### config.mk
export PLATFORM = sky130hd
export DESIGN_NAME = mem_ctrl
export DESIGN_NICKNAME = d
export VERILOG_FILES = /design/src/rtl/mem_ctrl.sv
export SDC_FILE = /design/constraint.sdc
export NUM_CORES = 1
export LEC_CHECK = 0
export ABC_CLOCK_PERIOD_IN_PS = 9600
export BUFFER_PORTS_ARGS = -buffer_cell sky130_fd_sc_hd__buf_2
export CAP_MARGIN = 20
export CORE_MARGIN = 10
export CORE_UTILIZATION = 32
export DETAILED_ROUTE_END_ITERATION = 16
export MAX_ROUTING_LAYER = met4
export PLACE_DENSITY = 0.62
export SLEW_MARGIN = 20
export SYNTH_ARGS = -nofsm -noshare
export SYNTH_HDL_FRONTEND = slang
export SYNTH_SLANG_ARGS = --single-unit
### constraint.sdc
create_clock -name clk -period 9.6 [get_ports clk]
set_input_delay 0.48 -clock clk [delete_from_list [all_inputs] [get_ports clk]]
set_output_delay 0.48 -clock clk [all_outputs]
set_load 0.05 [all_outputs]
### src/rtl/mem_ctrl.sv
// mem_ctrl: arbitrates the byte-wide RAM/IO port between the instruction
// cache and the data cache. Each cache request is latched until it is served.
// It is split into 1, 2 or 4 little-endian byte cycles. Completion is signalled
// with a one-cycle pulse that carries the assembled read data.
module mem_ctrl #(
  parameter int         MEM_ADD_W = 32,
  parameter int         REG_DAT_W = 32,
  parameter logic [1:0] IO_ADD_HI = 2'b11
) (
  input  logic                 clk,
  input  logic                 rst,
  input  logic                 en,
  input  logic                 iIC_En,
  input  logic [MEM_ADD_W-1:0] iIC_Add,
  output logic                 oIC_En,
  output logic [REG_DAT_W-1:0] oIC_Dat,
  input  logic                 iDC_En,
  input  logic                 iDC_Rw,
  input  logic [2:0]           iDC_Len,
  input  logic [MEM_ADD_W-1:0] iDC_Add,
  input  logic [REG_DAT_W-1:0] iDC_Dat,
  output logic                 oDC_En,
  output logic [REG_DAT_W-1:0] oDC_Dat,
  input  logic [7:0]           iMem_Din,
  output logic [7:0]           oMem_Dout,
  output logic [MEM_ADD_W-1:0] oMem_A,
  output logic                 oMem_Wr,
  input  logic                 iIO_Full
);

  typedef enum logic [1:0] {IDLE, READ, WRITE} state_t;

  state_t                 r_state, w_state_nxt;

  // Latched requests; the pending flag stays set until the request completes
  logic                   r_ic_pend, w_ic_pend_nxt;
  logic [MEM_ADD_W-1:0]   r_ic_add;
  logic                   r_dc_pend, w_dc_pend_nxt;
  logic                   r_dc_rw;
  logic [2:0]             r_dc_len;
  logic [MEM_ADD_W-1:0]   r_dc_add;
  logic [REG_DAT_W-1:0]   r_dc_dat;

  // Active transaction
  logic                   r_sel_dc, w_sel_dc_nxt;
  logic [MEM_ADD_W-1:0]   r_base, w_base_nxt;
  logic [2:0]             r_len, w_len_nxt;
  logic [REG_DAT_W-1:0]   r_wdat, w_wdat_nxt;
  logic [REG_DAT_W-1:0]   r_rdat, w_rdat_nxt;
  logic [2:0]             r_iss, w_iss_nxt;
  logic [2:0]             r_cap, w_cap_nxt;
  logic                   r_vld_p0, w_vld_p0_nxt;
  logic                   r_vld_p1, w_vld_p1_nxt;

  // Registered outputs
  logic                   r_ic_en, w_ic_en_nxt;
  logic [REG_DAT_W-1:0]   r_ic_dat, w_ic_dat_nxt;
  logic                   r_dc_en, w_dc_en_nxt;
  logic [REG_DAT_W-1:0]   r_dc_dat_o, w_dc_dat_nxt;
  logic [7:0]             r_mem_dout, w_mem_dout_nxt;
  logic [MEM_ADD_W-1:0]   r_mem_a, w_mem_a_nxt;
  logic                   r_mem_wr, w_mem_wr_nxt;

  // Request as seen this cycle: the latched copy, or a pulse arriving now
  logic                   w_dc_req, w_dc_rw, w_ic_req;
  logic [2:0]             w_dc_len;
  logic [MEM_ADD_W-1:0]   w_dc_add, w_ic_add, w_iss_add;
  logic [REG_DAT_W-1:0]   w_dc_dat;
  logic [4:0]             w_iss_sh, w_cap_sh;

  assign w_dc_req  = r_dc_pend | iDC_En;
  assign w_dc_rw   = r_dc_pend ? r_dc_rw  : iDC_Rw;
  assign w_dc_len  = r_dc_pend ? r_dc_len : iDC_Len;
  assign w_dc_add  = r_dc_pend ? r_dc_add : iDC_Add;
  assign w_dc_dat  = r_dc_pend ? r_dc_dat : iDC_Dat;
  assign w_ic_req  = r_ic_pend | iIC_En;
  assign w_ic_add  = r_ic_pend ? r_ic_add : iIC_Add;
  assign w_iss_add = r_base + MEM_ADD_W'(r_iss);
  assign w_iss_sh  = {r_iss[1:0], 3'b000};
  assign w_cap_sh  = {r_cap[1:0], 3'b000};

  assign oIC_En    = r_ic_en;
  assign oIC_Dat   = r_ic_dat;
  assign oDC_En    = r_dc_en;
  assign oDC_Dat   = r_dc_dat_o;
  assign oMem_Dout = r_mem_dout;
  assign oMem_A    = r_mem_a;
  assign oMem_Wr   = r_mem_wr;

  // A write byte to IO space must wait while the IO buffer is full
  function automatic logic io_stall(input logic [MEM_ADD_W-1:0] addr,
                                    input logic                 full);
    return (addr[17:16] == IO_ADD_HI) && full;
  endfunction

  // Capture request fields on an accepted pulse; ignored while already pending
  always_ff @(posedge clk) begin
    if (iIC_En && !r_ic_pend) begin
      r_ic_add <= iIC_Add;
    end
    if (iDC_En && !r_dc_pend) begin
      r_dc_rw  <= iDC_Rw;
      r_dc_len <= iDC_Len;
      r_dc_add <= iDC_Add;
      r_dc_dat <= iDC_Dat;
    end
  end

  // Next-state, arbitration, byte sequencing and output values
  always_comb begin
    w_state_nxt    = r_state;
    w_ic_pend_nxt  = r_ic_pend | iIC_En;
    w_dc_pend_nxt  = r_dc_pend | iDC_En;
    w_sel_dc_nxt   = r_sel_dc;
    w_base_nxt     = r_base;
    w_len_nxt      = r_len;
    w_wdat_nxt     = r_wdat;
    w_rdat_nxt     = r_rdat;
    w_iss_nxt      = r_iss;
    w_cap_nxt      = r_cap;
    w_vld_p0_nxt   = r_vld_p0;
    w_vld_p1_nxt   = r_vld_p1;
    w_ic_en_nxt    = 1'b0;
    w_ic_dat_nxt   = r_ic_dat;
    w_dc_en_nxt    = 1'b0;
    w_dc_dat_nxt   = r_dc_dat_o;
    w_mem_dout_nxt = r_mem_dout;
    w_mem_a_nxt    = r_mem_a;
    w_mem_wr_nxt   = 1'b0;
    if (!en) begin
      // Paused: bytes in flight are lost, so a read restarts at the first uncaptured byte
      w_vld_p0_nxt = 1'b0;
      w_vld_p1_nxt = 1'b0;
      if (r_state == READ) w_iss_nxt = r_cap;
    end else begin
      unique case (r_state)
        IDLE: begin
          w_cap_nxt    = 3'd0;
          w_rdat_nxt   = '0;
          w_vld_p0_nxt = 1'b0;
          w_vld_p1_nxt = 1'b0;
          if (w_dc_req) begin
            w_sel_dc_nxt = 1'b1;
            w_base_nxt   = w_dc_add;
            w_len_nxt    = w_dc_len;
            w_wdat_nxt   = w_dc_dat;
            w_mem_a_nxt  = w_dc_add;
            if (w_dc_rw) begin
              w_state_nxt    = WRITE;
              w_mem_dout_nxt = w_dc_dat[7:0];
              if (io_stall(w_dc_add, iIO_Full)) begin
                w_iss_nxt = 3'd0;
              end else begin
                w_mem_wr_nxt = 1'b1;
                w_iss_nxt    = 3'd1;
              end
            end else begin
              w_state_nxt  = READ;
              w_vld_p0_nxt = 1'b1;
              w_iss_nxt    = 3'd1;
            end
          end else if (w_ic_req) begin
            w_sel_dc_nxt = 1'b0;
            w_base_nxt   = w_ic_add;
            w_len_nxt    = 3'd4;
            w_mem_a_nxt  = w_ic_add;
            w_state_nxt  = READ;
            w_vld_p0_nxt = 1'b1;
            w_iss_nxt    = 3'd1;
          end
        end
        READ: begin
          // p0: address on the bus; p1: its byte on iMem_Din
          w_vld_p1_nxt = r_vld_p0;
          if (r_iss < r_len) begin
            w_mem_a_nxt  = w_iss_add;
            w_iss_nxt    = r_iss + 3'd1;
            w_vld_p0_nxt = 1'b1;
          end else begin
            w_vld_p0_nxt = 1'b0;
          end
          if (r_vld_p1) begin
            w_rdat_nxt[w_cap_sh +: 8] = iMem_Din;
            w_cap_nxt = r_cap + 3'd1;
            if (r_cap + 3'd1 == r_len) begin
              w_state_nxt  = IDLE;
              w_vld_p0_nxt = 1'b0;
              w_vld_p1_nxt = 1'b0;
              if (r_sel_dc) begin
                w_dc_en_nxt   = 1'b1;
                w_dc_dat_nxt  = w_rdat_nxt;
                w_dc_pend_nxt = 1'b0;
              end else begin
                w_ic_en_nxt   = 1'b1;
                w_ic_dat_nxt  = w_rdat_nxt;
                w_ic_pend_nxt = 1'b0;
              end
            end
          end
        end
        WRITE: begin
          if (r_iss < r_len) begin
            w_mem_a_nxt    = w_iss_add;
            w_mem_dout_nxt = r_wdat[w_iss_sh +: 8];
            if (!io_stall(w_iss_add, iIO_Full)) begin
              w_mem_wr_nxt = 1'b1;
              w_iss_nxt    = r_iss + 3'd1;
            end
          end else begin
            w_state_nxt   = IDLE;
            w_dc_en_nxt   = 1'b1;
            w_dc_pend_nxt = 1'b0;
          end
        end
        default: w_state_nxt = IDLE;
      endcase
    end
  end

  // Control state and registered outputs, cleared by reset
  always_ff @(posedge clk) begin
    if (rst) begin
      r_state    <= IDLE;
      r_ic_pend  <= 1'b0;
      r_dc_pend  <= 1'b0;
      r_sel_dc   <= 1'b0;
      r_iss      <= 3'd0;
      r_cap      <= 3'd0;
      r_vld_p0   <= 1'b0;
      r_vld_p1   <= 1'b0;
      r_ic_en    <= 1'b0;
      r_ic_dat   <= '0;
      r_dc_en    <= 1'b0;
      r_dc_dat_o <= '0;
      r_mem_dout <= 8'h00;
      r_mem_a    <= '0;
      r_mem_wr   <= 1'b0;
    end else begin
      r_state    <= w_state_nxt;
      r_ic_pend  <= w_ic_pend_nxt;
      r_dc_pend  <= w_dc_pend_nxt;
      r_sel_dc   <= w_sel_dc_nxt;
      r_iss      <= w_iss_nxt;
      r_cap      <= w_cap_nxt;
      r_vld_p0   <= w_vld_p0_nxt;
      r_vld_p1   <= w_vld_p1_nxt;
      r_ic_en    <= w_ic_en_nxt;
      r_ic_dat   <= w_ic_dat_nxt;
      r_dc_en    <= w_dc_en_nxt;
      r_dc_dat_o <= w_dc_dat_nxt;
      r_mem_dout <= w_mem_dout_nxt;
      r_mem_a    <= w_mem_a_nxt;
      r_mem_wr   <= w_mem_wr_nxt;
    end
  end

  // Transaction data registers; only meaningful while a transaction is active
  always_ff @(posedge clk) begin
    r_base <= w_base_nxt;
    r_len  <= w_len_nxt;
    r_wdat <= w_wdat_nxt;
    r_rdat <= w_rdat_nxt;
  end

endmodule

==> results_dict.tcl <==
set metrics [dict create \
    worst_path_largest_cell_delay_ns 0.75 \
    worstSkewPairLatency_ns 0.55 \
    die_height_um 227 \
    synth_edf_count 199 \
    synth_cell_type_count 64 \
    cts_resized 0 \
    cap_violations 0 \
    syn-num-nets 1299 \
    setup_viol 0 \
    synth_top_family_by_area "compound AO/OA/AOI/OAI gates" \
    htreeDepth 2 \
    synth-simple-area-share_pct 12.3 \
    p_sw_share_pct 28.1 \
    worstSetupPathType "reg -> reg" \
    p_int_mw 2.62 \
    path_cells "buf_4 > and2b_4 > buf_4 > a22oi_1 > and2_1 > nor3b_2 > nor2_1 > a211oi_1" \
    clk_pin_slew_ns 0.06 \
    yosys_register_bits 319 \
    ant_nets 0 \
    relSlewSlack_pct 29.9 \
    vdd_drop_max_mv 0.133 \
    status "finished, final reports clean" \
    drive_gt1_share_pct 25.4 \
    path_buf_inv 2 \
    drv_slew 0 \
    syn_avg_cell_area_um2 11.7 \
    drc_errors 0 \
    fmax_ghz 0.267 \
    muxShareOfSynthArea_pct 7.22 \
    clk_path_buf_depth 3 \
    cts.sinks 319 \
    root_buffer "clkbuf_16" \
    crit_family "simple AND/OR/NAND/NOR gates" \
    postSynth.asyncResetShare_pct 0 \
    period_minus_slack_ns 3.75 \
    p_leak_nw 6.15 \
    worst_pin_slew_ns 1.05 \
    via_count 9889 \
    seq_power_share_pct 45.5 \
    combPwrFrac_pct 15.5 \
    switchingPower_mw 1.03 \
    dp_hpwl_um 27400 \
    synthFlopType "edfxtp_1" \
    drt_iter0_drc 939 \
    routedWlPerCell_um 19.9 \
    start_kind "flop" \
    setup_tns_ns 0 \
    critPathSlowestCell "nor3b_2" \
    die_w_um 227 \
    cts_hold_buf 0 \
    synthCells 1170 \
    grt_pass1_wl_um 58400 \
    cts_tree "built" \
    hold_viol 0 \
    synth_compound_area_share_pct 13.7 \
    viasPerCell 5.09 \
    coreArea_mm2 0.0421 \
    grt_max_degree 87 \
    cts_buffers 38 \
    fp.dieArea_mm2 0.0516 \
    worst_slack_ns 5.85 \
    syn-cell-area_mm2 0.0137 \
    hold_path_class "in -> reg" \
    grt_overflow 0 \
    fin_crit_sh_pct 39.0 \
    grt_usage_pct 15.0 \
    dp.cells 1873 \
    synthAdderAreaFrac_pct 1.42 \
    initial_core_util_pct 32.6 \
    nets 1503 \
    crit_arrival_ns 4.19 \
    pin_count 221 \
    rows 75 \
    firstDrtPassIters 5 \
    wirelength_um 38700 \
    syn2layout_area_growth_pct 21.0 \
    stdcell_count 1944 \
    antenna_found_initial 3 \
    powerDensity_mw_per_mm2 220 \
    pre_cts_ws_ns 5.81 \
    clkPwrFrac_pct 39.0 \
    rsz0062_at_grt "false" \
    required_ns 10.04 \
    ys_warn_count 0 \
    gp_congestion 0.857 \
    cp-end-kind "flop" \
    first_global_vias 9790 \
    crit_path_frequent_cell "buf_4" \
    finalPower_mw 3.65 \
    postCtsSetupBuffers 0 \
    worstPathMaxFanout 72 \
    numPortBuffers 220 \
    synth-xor-area-share_pct 1.47 \
    finClkSkew_ns 0.0152 \
    ys_seq_area_share_pct 61.1 \
]
## worst paths after layout
check | endpoint | start | cells after the start | slack, ns
worst min-delay path | r_ic_add[8]$_DFFE_PP_ | iIC_Add[8] | 1 | 0.12
worst min register to register | oMem_A[28]$_SDFFE_PP0P_ | oMem_A[28]$_SDFFE_PP0P_ | 2 | 0.45
worst max-delay path | oMem_Dout[7]$_SDFFE_PP0P_ | r_dc_pend$_SDFF_PP0_ | 8 | 5.85
worst max register to register | oMem_Dout[7]$_SDFFE_PP0P_ | r_dc_pend$_SDFF_PP0_ | 8 | 5.85
## registers in the layout, indices dropped and copies added (netlist names), 2 cells and up
name       count
r_wdat        32
r_rdat        32
oMem_A        32
r_dc_add      32
r_dc_dat      32
r_state        2
r_ic_add      32
oDC_Dat       32
oIC_Dat       32
r_base        32
r_len          3
oMem_Dout      8
r_cap          3
r_iss          3
r_dc_len       3
## power by group through the flow
stage,Sequential [mW],Combinational (mW),Clock (mW)
5_1_grt,1.67,0.619,1.52
3_5_place_dp,1.69,0.568,0
4_1_cts,1.66,0.571,1.47
3_3_place_gp,1.69,0.561,0
6_report,1.66,0.565,1.42
2_1_floorplan,1.77,0.303,0
## layout make-up
| cell class | instances | area, um2 |
|---|---|---|
| fill | 4048 | 25500 |
| sequential | 319 | 8380 |
| multi-input combinational | 759 | 5000 |
| timing repair buffer | 235 | 1220 |
| clock buffer | 49 | 1040 |
| tap | 539 | 674 |
| clock inverter | 20 | 193 |
| inverter | 21 | 78.8 |
| antenna | 2 | 5.00 |
## kinds of logic after synthesis
logic type	Yosys count
multiplexers	84
adder cells (fa/ha/maj)	15
XOR/XNOR	23
flip-flops	319
AND/OR/NAND/NOR	350
AO/OA/AOI/OAI	287
buffers and inverters	92
## cells in the mapped netlist, types with 7 or more instances
| cell | n | area, um2 |
|---|---|---|
| xnor2_1 | 10 | 87.6 |
| a211oi_1 | 51 | 383 |
| a31oi_1 | 8 | 50.1 |
| edfxtp_1 | 199 | 5980 |
| xor2_1 | 13 | 114 |
| o21ai_0 | 47 | 235 |
| mux4_2 | 8 | 180 |
| buf_2 | 10 | 50.1 |
| nand4_1 | 9 | 56.3 |
| nand3b_1 | 7 | 52.6 |
| o211ai_1 | 19 | 143 |
| o2bb2ai_1 | 33 | 289 |
| nor2b_1 | 53 | 332 |
| clkbuf_1 | 52 | 195 |
| nand3_1 | 28 | 140 |
| nand2_1 | 82 | 308 |
| inv_1 | 20 | 75.1 |
| dfxtp_1 | 120 | 2400 |
| o31ai_1 | 12 | 90.1 |
| nor3_1 | 16 | 80.1 |
| ha_1 | 14 | 175 |
| mux2i_1 | 36 | 360 |
| o21a_1 | 9 | 67.6 |
| mux2_2 | 40 | 450 |
| a21oi_1 | 83 | 415 |
| nor2_1 | 118 | 443 |
## stage by stage
step | utilization, % | cell area [um2] | hold WS [ns]
finish | 39.4 | 16600 | 0.120
global route | 39.4 | 16600 | 0.0905
CTS | 39.4 | 16600 | 0.0821
detailed placement | 36.4 | 15300 | 0.442
global placement | 36.4 | 15300 | 0.441
floorplan | - | 13700 | 0.491
## metal layers
| metal | share of wire [%] | track usage, % | vias up |
|---|---|---|---|
| li1 | - | - | 4777 |
| met1 | 47 | 20.1 | 4719 |
| met2 | 45 | 22.4 | 332 |
| met3 | 6.6 | 3.31 | 61 |
| met4 | 2.1 | 4.71 | 0 |
| met5 | 0 | - | - |
## placed cells by master (no fill, tap or decap), types with 14 or more instances in the layout
| cell | n |
|---|---|
| buf_2 | 220 |
| edfxtp_1 | 199 |
| dfxtp_1 | 118 |
| nor2_1 | 116 |
| a21oi_1 | 83 |
| nand2_1 | 82 |
| nor2b_1 | 51 |
| a211oi_1 | 51 |
| o21ai_0 | 47 |
| mux2_2 | 40 |
| clkbuf_16 | 39 |
| mux2i_1 | 36 |
| o2bb2ai_1 | 33 |
| nand3_1 | 28 |
| inv_1 | 20 |
| o211ai_1 | 19 |
| nor3_1 | 14 |
| ha_1 | 14 |
| buf_4 | 14 |
## worst reg2reg max path: stages, from the launching register on
cell	delay (ns)
dfxtp_4	0.51
buf_4	0.37
and2b_4	0.32
buf_4	0.71
a22oi_1	0.36
and2_1	0.28
nor3b_2	0.75
nor2_1	0.08
a211oi_1	0.26
Note: power is estimated with default switching activity, not from simulation.
